--- src/rtl/uart_rx_param_if.sv ---
// ============================================================================
//  Module   : uart_rx_param_if
//  Brief    : Line-side strobe/serial inputs and frame result outputs of the
//             oversampling UART receiver.
//  Revision : 1.0
// ============================================================================
`default_nettype none

interface uart_rx_param_if #(
    parameter int DATA_BITS = 8
);
    logic                 b_tick;
    logic                 rx;
    logic                 o_rx_done;
    logic [DATA_BITS-1:0] o_dout;
    logic                 o_parity_err;
    logic                 o_frame_err;
    logic                 o_break;

    // master drives the line and tick, slave is the receiver
    modport master (
        output b_tick, rx,
        input  o_rx_done, o_dout, o_parity_err, o_frame_err, o_break
    );

    modport slave (
        input  b_tick, rx,
        output o_rx_done, o_dout, o_parity_err, o_frame_err, o_break
    );
endinterface

`default_nettype wire

--- src/rtl/uart_rx_param.sv ---
// ============================================================================
//  Module   : uart_rx_param
//  Brief    : Parameterized oversampling UART receiver with 3-sample majority
//             vote, optional parity, 1/2 stop bits and break detection.
//  Revision : 1.0
// ============================================================================
`default_nettype none

module uart_rx_param #(
    parameter int DATA_BITS  = 8,
    parameter int OVERSAMPLE = 16,
    parameter int PARITY_EN  = 0,
    parameter int PARITY_ODD = 0,
    parameter int STOP_BITS  = 1
) (
    input  wire logic      clk,
    input  wire logic      rst,
    uart_rx_param_if.slave bus
);
    localparam int                 c_CNT_W    = $clog2(OVERSAMPLE);
    localparam int                 c_BIT_W    = $clog2(DATA_BITS);
    localparam int                 c_H        = OVERSAMPLE / 2;
    localparam logic [c_CNT_W-1:0] c_SMP_A    = c_CNT_W'(c_H - 1);
    localparam logic [c_CNT_W-1:0] c_SMP_B    = c_CNT_W'(c_H);
    localparam logic [c_CNT_W-1:0] c_DEC      = c_CNT_W'(c_H + 1);
    localparam logic [c_CNT_W-1:0] c_CNT_LAST = c_CNT_W'(OVERSAMPLE - 1);
    localparam logic [c_BIT_W-1:0] c_BIT_LAST = c_BIT_W'(DATA_BITS - 1);
    localparam logic               c_ODD      = (PARITY_ODD != 0);
    localparam logic               c_PAR_EN   = (PARITY_EN != 0);
    localparam logic               c_ONE_STOP = (STOP_BITS == 1);

    typedef enum logic [2:0] {
        S_IDLE     = 3'd0,
        S_START    = 3'd1,
        S_DATA     = 3'd2,
        S_PARITY   = 3'd3,
        S_STOP     = 3'd4,
        S_BRK_WAIT = 3'd5
    } state_t;

    state_t               r_state;
    state_t               w_state_next;
    logic [1:0]           r_sync;
    logic [c_CNT_W-1:0]   r_cnt;
    logic [c_BIT_W-1:0]   r_bit_idx;
    logic                 r_stop_idx;
    logic [1:0]           r_smp;
    logic [DATA_BITS-1:0] r_shreg;
    logic                 r_par_err;
    logic                 r_stop_err;
    logic                 r_all_zero;
    logic                 r_done;
    logic [DATA_BITS-1:0] r_dout;
    logic                 r_perr_o;
    logic                 r_ferr_o;
    logic                 r_brk_o;

    logic w_rxs;
    logic w_tick;
    logic w_at_dec;
    logic w_at_last;
    logic w_vote;
    logic w_last_stop;
    logic w_is_break;
    logic w_frame_end;

    assign w_rxs       = r_sync[1];
    assign w_tick      = bus.b_tick;
    assign w_at_dec    = w_tick && (r_cnt == c_DEC);
    assign w_at_last   = w_tick && (r_cnt == c_CNT_LAST);
    assign w_vote      = (r_smp[0] & r_smp[1]) | (r_smp[0] & w_rxs) | (r_smp[1] & w_rxs);
    assign w_last_stop = c_ONE_STOP || r_stop_idx;
    // r_all_zero covers data, parity and earlier stop bits; w_vote is the final stop
    assign w_is_break  = r_all_zero && !w_vote;

    always_ff @(posedge clk or negedge rst) begin
        if (!rst) begin
            r_sync <= 2'b11;
        end else begin
            r_sync <= {r_sync[0], bus.rx};
        end
    end

    always_ff @(posedge clk or negedge rst) begin
        if (!rst) begin
            r_state <= S_IDLE;
        end else begin
            r_state <= w_state_next;
        end
    end

    always_comb begin
        w_state_next = r_state;
        w_frame_end  = 1'b0;
        unique case (r_state)
            S_IDLE: begin
                if (w_tick && !w_rxs) w_state_next = S_START;
            end
            S_START: begin
                if (w_at_dec && w_vote)  w_state_next = S_IDLE;
                else if (w_at_last)      w_state_next = S_DATA;
            end
            S_DATA: begin
                if (w_at_last && (r_bit_idx == c_BIT_LAST))
                    w_state_next = c_PAR_EN ? S_PARITY : S_STOP;
            end
            S_PARITY: begin
                if (w_at_last) w_state_next = S_STOP;
            end
            S_STOP: begin
                if (w_at_dec && w_last_stop) begin
                    w_frame_end  = 1'b1;
                    w_state_next = w_is_break ? S_BRK_WAIT : S_IDLE;
                end
            end
            S_BRK_WAIT: begin
                if (w_tick && w_rxs) w_state_next = S_IDLE;
            end
            default: w_state_next = S_IDLE;
        endcase
    end

    always_ff @(posedge clk or negedge rst) begin
        if (!rst) begin
            r_cnt      <= '0;
            r_bit_idx  <= '0;
            r_stop_idx <= 1'b0;
            r_smp      <= 2'b11;
            r_shreg    <= '0;
            r_par_err  <= 1'b0;
            r_stop_err <= 1'b0;
            r_all_zero <= 1'b0;
            r_done     <= 1'b0;
            r_dout     <= '0;
            r_perr_o   <= 1'b0;
            r_ferr_o   <= 1'b0;
            r_brk_o    <= 1'b0;
        end else begin
            r_done <= 1'b0;
            if (w_tick) begin
                if (r_state == S_IDLE || r_state == S_BRK_WAIT) begin
                    r_cnt <= '0;
                    if (r_state == S_IDLE && !w_rxs) begin
                        r_bit_idx  <= '0;
                        r_stop_idx <= 1'b0;
                        r_par_err  <= 1'b0;
                        r_stop_err <= 1'b0;
                        r_all_zero <= 1'b1;
                    end
                end else begin
                    r_cnt <= (r_cnt == c_CNT_LAST) ? '0 : r_cnt + 1'b1;
                    if (r_cnt == c_SMP_A) r_smp[0] <= w_rxs;
                    if (r_cnt == c_SMP_B) r_smp[1] <= w_rxs;
                end
            end

            if (w_at_dec) begin
                unique case (r_state)
                    S_DATA: begin
                        r_shreg <= {w_vote, r_shreg[DATA_BITS-1:1]};
                        if (w_vote) r_all_zero <= 1'b0;
                    end
                    S_PARITY: begin
                        r_par_err <= ((^r_shreg) ^ w_vote) != c_ODD;
                        if (w_vote) r_all_zero <= 1'b0;
                    end
                    S_STOP: begin
                        if (!w_vote) r_stop_err <= 1'b1;
                        else         r_all_zero <= 1'b0;
                    end
                    default: ;
                endcase
            end

            if (w_at_last) begin
                if (r_state == S_DATA)
                    r_bit_idx <= (r_bit_idx == c_BIT_LAST) ? '0 : r_bit_idx + 1'b1;
                if (r_state == S_STOP)
                    r_stop_idx <= 1'b1;
            end

            if (w_frame_end) begin
                r_done   <= 1'b1;
                r_dout   <= r_shreg;
                r_perr_o <= r_par_err;
                r_ferr_o <= r_stop_err | !w_vote;
                r_brk_o  <= w_is_break;
            end
        end
    end

    assign bus.o_rx_done    = r_done;
    assign bus.o_dout       = r_dout;
    assign bus.o_parity_err = r_perr_o;
    assign bus.o_frame_err  = r_ferr_o;
    assign bus.o_break      = r_brk_o;

endmodule

`default_nettype wire

--- src/flat_wrapper.sv ---
// flat-port wrapper written by rule: the top's interface ports become plain ports
module uart_rx_param_flat 
#(
    parameter int DATA_BITS  = 8,
    parameter int OVERSAMPLE = 16,
    parameter int PARITY_EN  = 0,
    parameter int PARITY_ODD = 0,
    parameter int STOP_BITS  = 1
)
  (clk, rst, bus_b_tick, bus_rx, bus_o_rx_done, bus_o_dout, bus_o_parity_err, bus_o_frame_err, bus_o_break);
  uart_rx_param_if #(.DATA_BITS(DATA_BITS)) bus_i ();
  input  wire logic clk;
  input  wire logic rst;
  input wire logic [$bits(bus_i.b_tick)-1:0] bus_b_tick;
  input wire logic [$bits(bus_i.rx)-1:0] bus_rx;
  output wire logic [$bits(bus_i.o_rx_done)-1:0] bus_o_rx_done;
  output wire logic [$bits(bus_i.o_dout)-1:0] bus_o_dout;
  output wire logic [$bits(bus_i.o_parity_err)-1:0] bus_o_parity_err;
  output wire logic [$bits(bus_i.o_frame_err)-1:0] bus_o_frame_err;
  output wire logic [$bits(bus_i.o_break)-1:0] bus_o_break;
  assign bus_i.b_tick = bus_b_tick;
  assign bus_i.rx = bus_rx;
  assign bus_o_rx_done = bus_i.o_rx_done;
  assign bus_o_dout = bus_i.o_dout;
  assign bus_o_parity_err = bus_i.o_parity_err;
  assign bus_o_frame_err = bus_i.o_frame_err;
  assign bus_o_break = bus_i.o_break;
  uart_rx_param #(.DATA_BITS(DATA_BITS), .OVERSAMPLE(OVERSAMPLE), .PARITY_EN(PARITY_EN), .PARITY_ODD(PARITY_ODD), .STOP_BITS(STOP_BITS)) u_core (.clk(clk), .rst(rst), .bus(bus_i));
endmodule
--- config.mk ---
export PLATFORM = sky130hd
export DESIGN_NAME = uart_rx_param_flat
export DESIGN_NICKNAME = d
export VERILOG_FILES = /design/src/rtl/uart_rx_param_if.sv /design/src/rtl/uart_rx_param.sv /design/src/flat_wrapper.sv
export SDC_FILE = /design/constraint.sdc
export NUM_CORES = 1
export LEC_CHECK = 0
export CORE_MARGIN = 4
export CORE_UTILIZATION = 56
export DETAILED_ROUTE_END_ITERATION = 10
export HOLD_SLACK_MARGIN = 0.03
export PLACE_DENSITY = 0.77
export SYNTH_ARGS = -nofsm -noshare
export SYNTH_HDL_FRONTEND = slang
export SYNTH_SLANG_ARGS = --single-unit
export TNS_END_PERCENT = 50
--- constraint.sdc ---
create_clock -name clk -period 2.3 [get_ports clk]
set_input_delay 0.46 -clock clk [delete_from_list [all_inputs] [get_ports clk]]
set_output_delay 0.46 -clock clk [all_outputs]
set_load 0.005 [all_outputs]
==> results.yml <==
sta:
  setup_slack_ns: 0.5162
  setup_tns_ns: 0
  finalClockSkew_ns: 0.007352
  finalHoldViolations: 0
  period_share_pct: 77.56
  worst-slew-pin-transition_ns: 0.7742
  setup_viol: 0
  max_freq_mhz: 560.6
  maxSlewViolCount: 0
  min_period_ns: 1.784
  rsz0062_at_grt: "false"
  maxSlewHeadroom_pct: 48.39
floorplan:
  die_w_um: 65.14
  die-area_mm2: 0.004243
  ios: 16
  die_h_um: 65.14
  fp.coreArea_mm2: 0.003078
  std_cell_rows: 20
  start_util_pct: 59.39
clock_network:
  cts-buffers-inserted: 5
  numClockSinks: 37
  postCtsHoldBufs: 0
  cts_resized: 0
  cts_setup_buffers: 0
  clock_latency_ns: 0.35
  h-tree-depth: 2
  cts.clk_slew.worst_paths_ns: 0.10
  cts_tree: "built"
  clockBufferDepth: 2
  clock-root-buffer: "clkbuf_4"
logic_synthesis:
  syn_area_mm2: 0.001828
  syn_nets: 160
  postSynthRegisterBits: 37
  synth-edff-count: 0
  async_flop_share_pct: 100.0
  synthTopCellsByArea: "dfrtp_1 45%, mux2_2 12%, dfstp_2 5.7%"
  yosysTopAreaCellShare_pct: 45.17
  ys.flop_type: "dfrtp_1"
  syn-instance-count: 151
  synth_cell_types: 43
  yosys_warnings: 0
  postSynthAreaPerCell_um2: 12.11
  yosysTopAreaCell: "dfrtp_1"
  ys_seq_area_share_pct: 50.92
power_and_ir_drop:
  p_leak_nw: 0.9405
  power.density_mw_per_mm2: 748.6
  power.internal_mw: 1.089
  power_frac_comb_pct: 19.1
  totalPowerFinal_mw: 1.542
  p_sw_share_pct: 29.33
  p_clk_share_pct: 30.2
  p_switching_mw: 0.4521
  power_frac_seq_pct: 50.7
  ir_drop_mv: 0.4876
final_layout:
  multi_input_area_um2: 809.5
  layout_commonest_cell: "dfrtp_1"
  most-common-layout-cells: "33 x dfrtp_1, 20 x mux2_2, 14 x clkdlybuf4s50_1, 11 x o21ai_0, 9 x nand2_1"
  n_fill_cell: 249
  syn_to_final_growth_pct: 12.66
  layout-drive-gt1-share_pct: 22.62
  n_antenna_cell: 0
  finalNetCount: 176
  finalInstanceArea_mm2: 0.002059
  regArea_um2: 930.9
placed_design:
  dpl_cell_area_mm2: 0.001974
  gp_congestion: 0.8296
  post-place-ws_ns: 0.1496
  dp_hpwl_mm: 2.092
  portBuffers: 15
routing:
  wl_per_cell_um: 13.83
  drc: 0
  route.vias.total: 1152
  ant_nets: 0
  drt_wl_total_mm: 2.933
  viasPerCell: 5.434
  dr.pass1.iters: 4
  drt_iter0_drc: 62
grt:
  overflow: 0
  antenna_found_initial: 0
  grt_usage_pct: 17.40
  grt_pass1_vias: 1227
  grt_max_degree: 38
  grt_first_pass_wirelength_mm: 5.582
worst_setup_path:
  worstReg2RegEnd: "u_core.r_state[1]$_DFFE_PN0P_"
  crit_type: "input pin to flip-flop"
  cp-end-kind: "flip-flop"
  startpoint_type: "input pin"
  cp_max_fo: 6
  r2r_start: "u_core.r_cnt[1]$_DFFE_PN0P_"
  r2r_cells: 6
  regToRegSetupSlack_ns: 0.55
  cp.required_ns: 2.53
  crit_arrival_ns: 2.02
min_path:
  min_path_type: "input pin to asynchronous set/reset pin"
job:
  max_cap_viol_count: 0
status:
  status: "completed"
[flip-flops by register name (all words and copies together) (netlist names)]
signal and flops:
u_core.bus.o_dout 8, u_core.r_shreg 8, u_core.r_cnt 4, u_core.r_bit_idx 3, u_core.r_state 3, u_core.r_smp 2, u_core.r_sync 2, u_core.bus.o_break 1
u_core.bus.o_frame_err 1, u_core.bus.o_parity_err 1, u_core.bus.o_rx_done 1, u_core.r_all_zero 1, u_core.r_par_err 1, u_core.r_stop_err 1
[logic make-up after synthesis]
logic type               after synthesis  synth area share, %
XOR/XNOR                               8                4.586
flip-flops                            37                50.92
multiplexers                          20                12.32
adder cells (fa/ha/maj)                6                3.970
AO/OA/AOI/OAI                         27                9.788
buffers and inverters                 14                4.791
AND/OR/NAND/NOR                       39                13.62
[worst max-delay path, cell delays in order]
cell             delay [ns]
clkdlybuf4s50_1        0.56
nand2b_1               0.13
or4_4                  0.45
nor2b_1                0.17
a22o_1                 0.24
[cell usage after synthesis (all sizes together), types with 3 or more instances]
library cell   n
mux2          20
nor2           6
a22o           4
inv            7
nand2b         4
nor3           3
buf            7
nor2b          4
dfstp          4
ha             5
o21ai         13
nand2         10
xnor2          6
dfrtp         33
[power groups by stage]
stage / Clock, mW / Combinational, mW / Sequential [mW]
2_1_floorplan: 0 / 0.274 / 0.735
3_3_place_gp: 0 / 0.281 / 0.791
3_5_place_dp: 0 / 0.294 / 0.794
4_1_cts: 0.482 / 0.295 / 0.781
5_1_grt: 0.514 / 0.341 / 0.796
6_report: 0.466 / 0.294 / 0.782
[routing by layer]
metal	global-route usage [%]	wire length [um]	vias to the layer above
li1	-	-	563
met1	21.53	1372	566
met2	27.33	1388	15
met3	4.786	117	8
met4	10.10	54	0
met5	0	0	-
[worst max-delay path by stage]
| stage | slack (ns) | endpoint | from | cells after the start |
|---|---|---|---|---|
| 5_1_grt | 0.36 | u_core.r_state[1]$_DFFE_PN0P_ | u_core.r_cnt[0]$_DFFE_PN0P_ | 5 |
| 3_5_place_dp | 0.15 | u_core.r_bit_idx[0]$_DFF_PN0_ | bus_b_tick | 5 |
| 3_3_place_gp | 0.22 | u_core.r_bit_idx[0]$_DFF_PN0_ | bus_b_tick | 5 |
| 6_report | 0.52 | u_core.r_bit_idx[0]$_DFF_PN0_ | bus_b_tick | 5 |
| 4_1_cts | 0.52 | u_core.r_bit_idx[0]$_DFF_PN0_ | bus_b_tick | 5 |
| 2_1_floorplan | 0.70 | u_core.bus.o_dout[2]$_DFFE_PN0P_ | bus_b_tick | 6 |
[through the flow]
step | instances | hold slack, ns | util (%)
final | 212 | 0.1790 | 66.91
after global routing | 212 | 0.2387 | 66.91
after CTS | 212 | 0.2079 | 66.91
after detailed placement | 204 | 0.3522 | 64.15
after global placement | 204 | 0.3461 | 64.15
after floorplan | 151 | 0.1644 | -
[area by class of cell]
| class | count | share of cell area, % |
|---|---|---|
| sequential | 37 | 45.20 |
| multi-input combinational | 100 | 39.31 |
| timing repair buffer | 16 | 7.412 |
| clock buffer | 7 | 2.673 |
| tap | 44 | 2.673 |
| clock inverter | 1 | 1.458 |
| inverter | 7 | 1.276 |
Power figures use the tool's default switching activity.
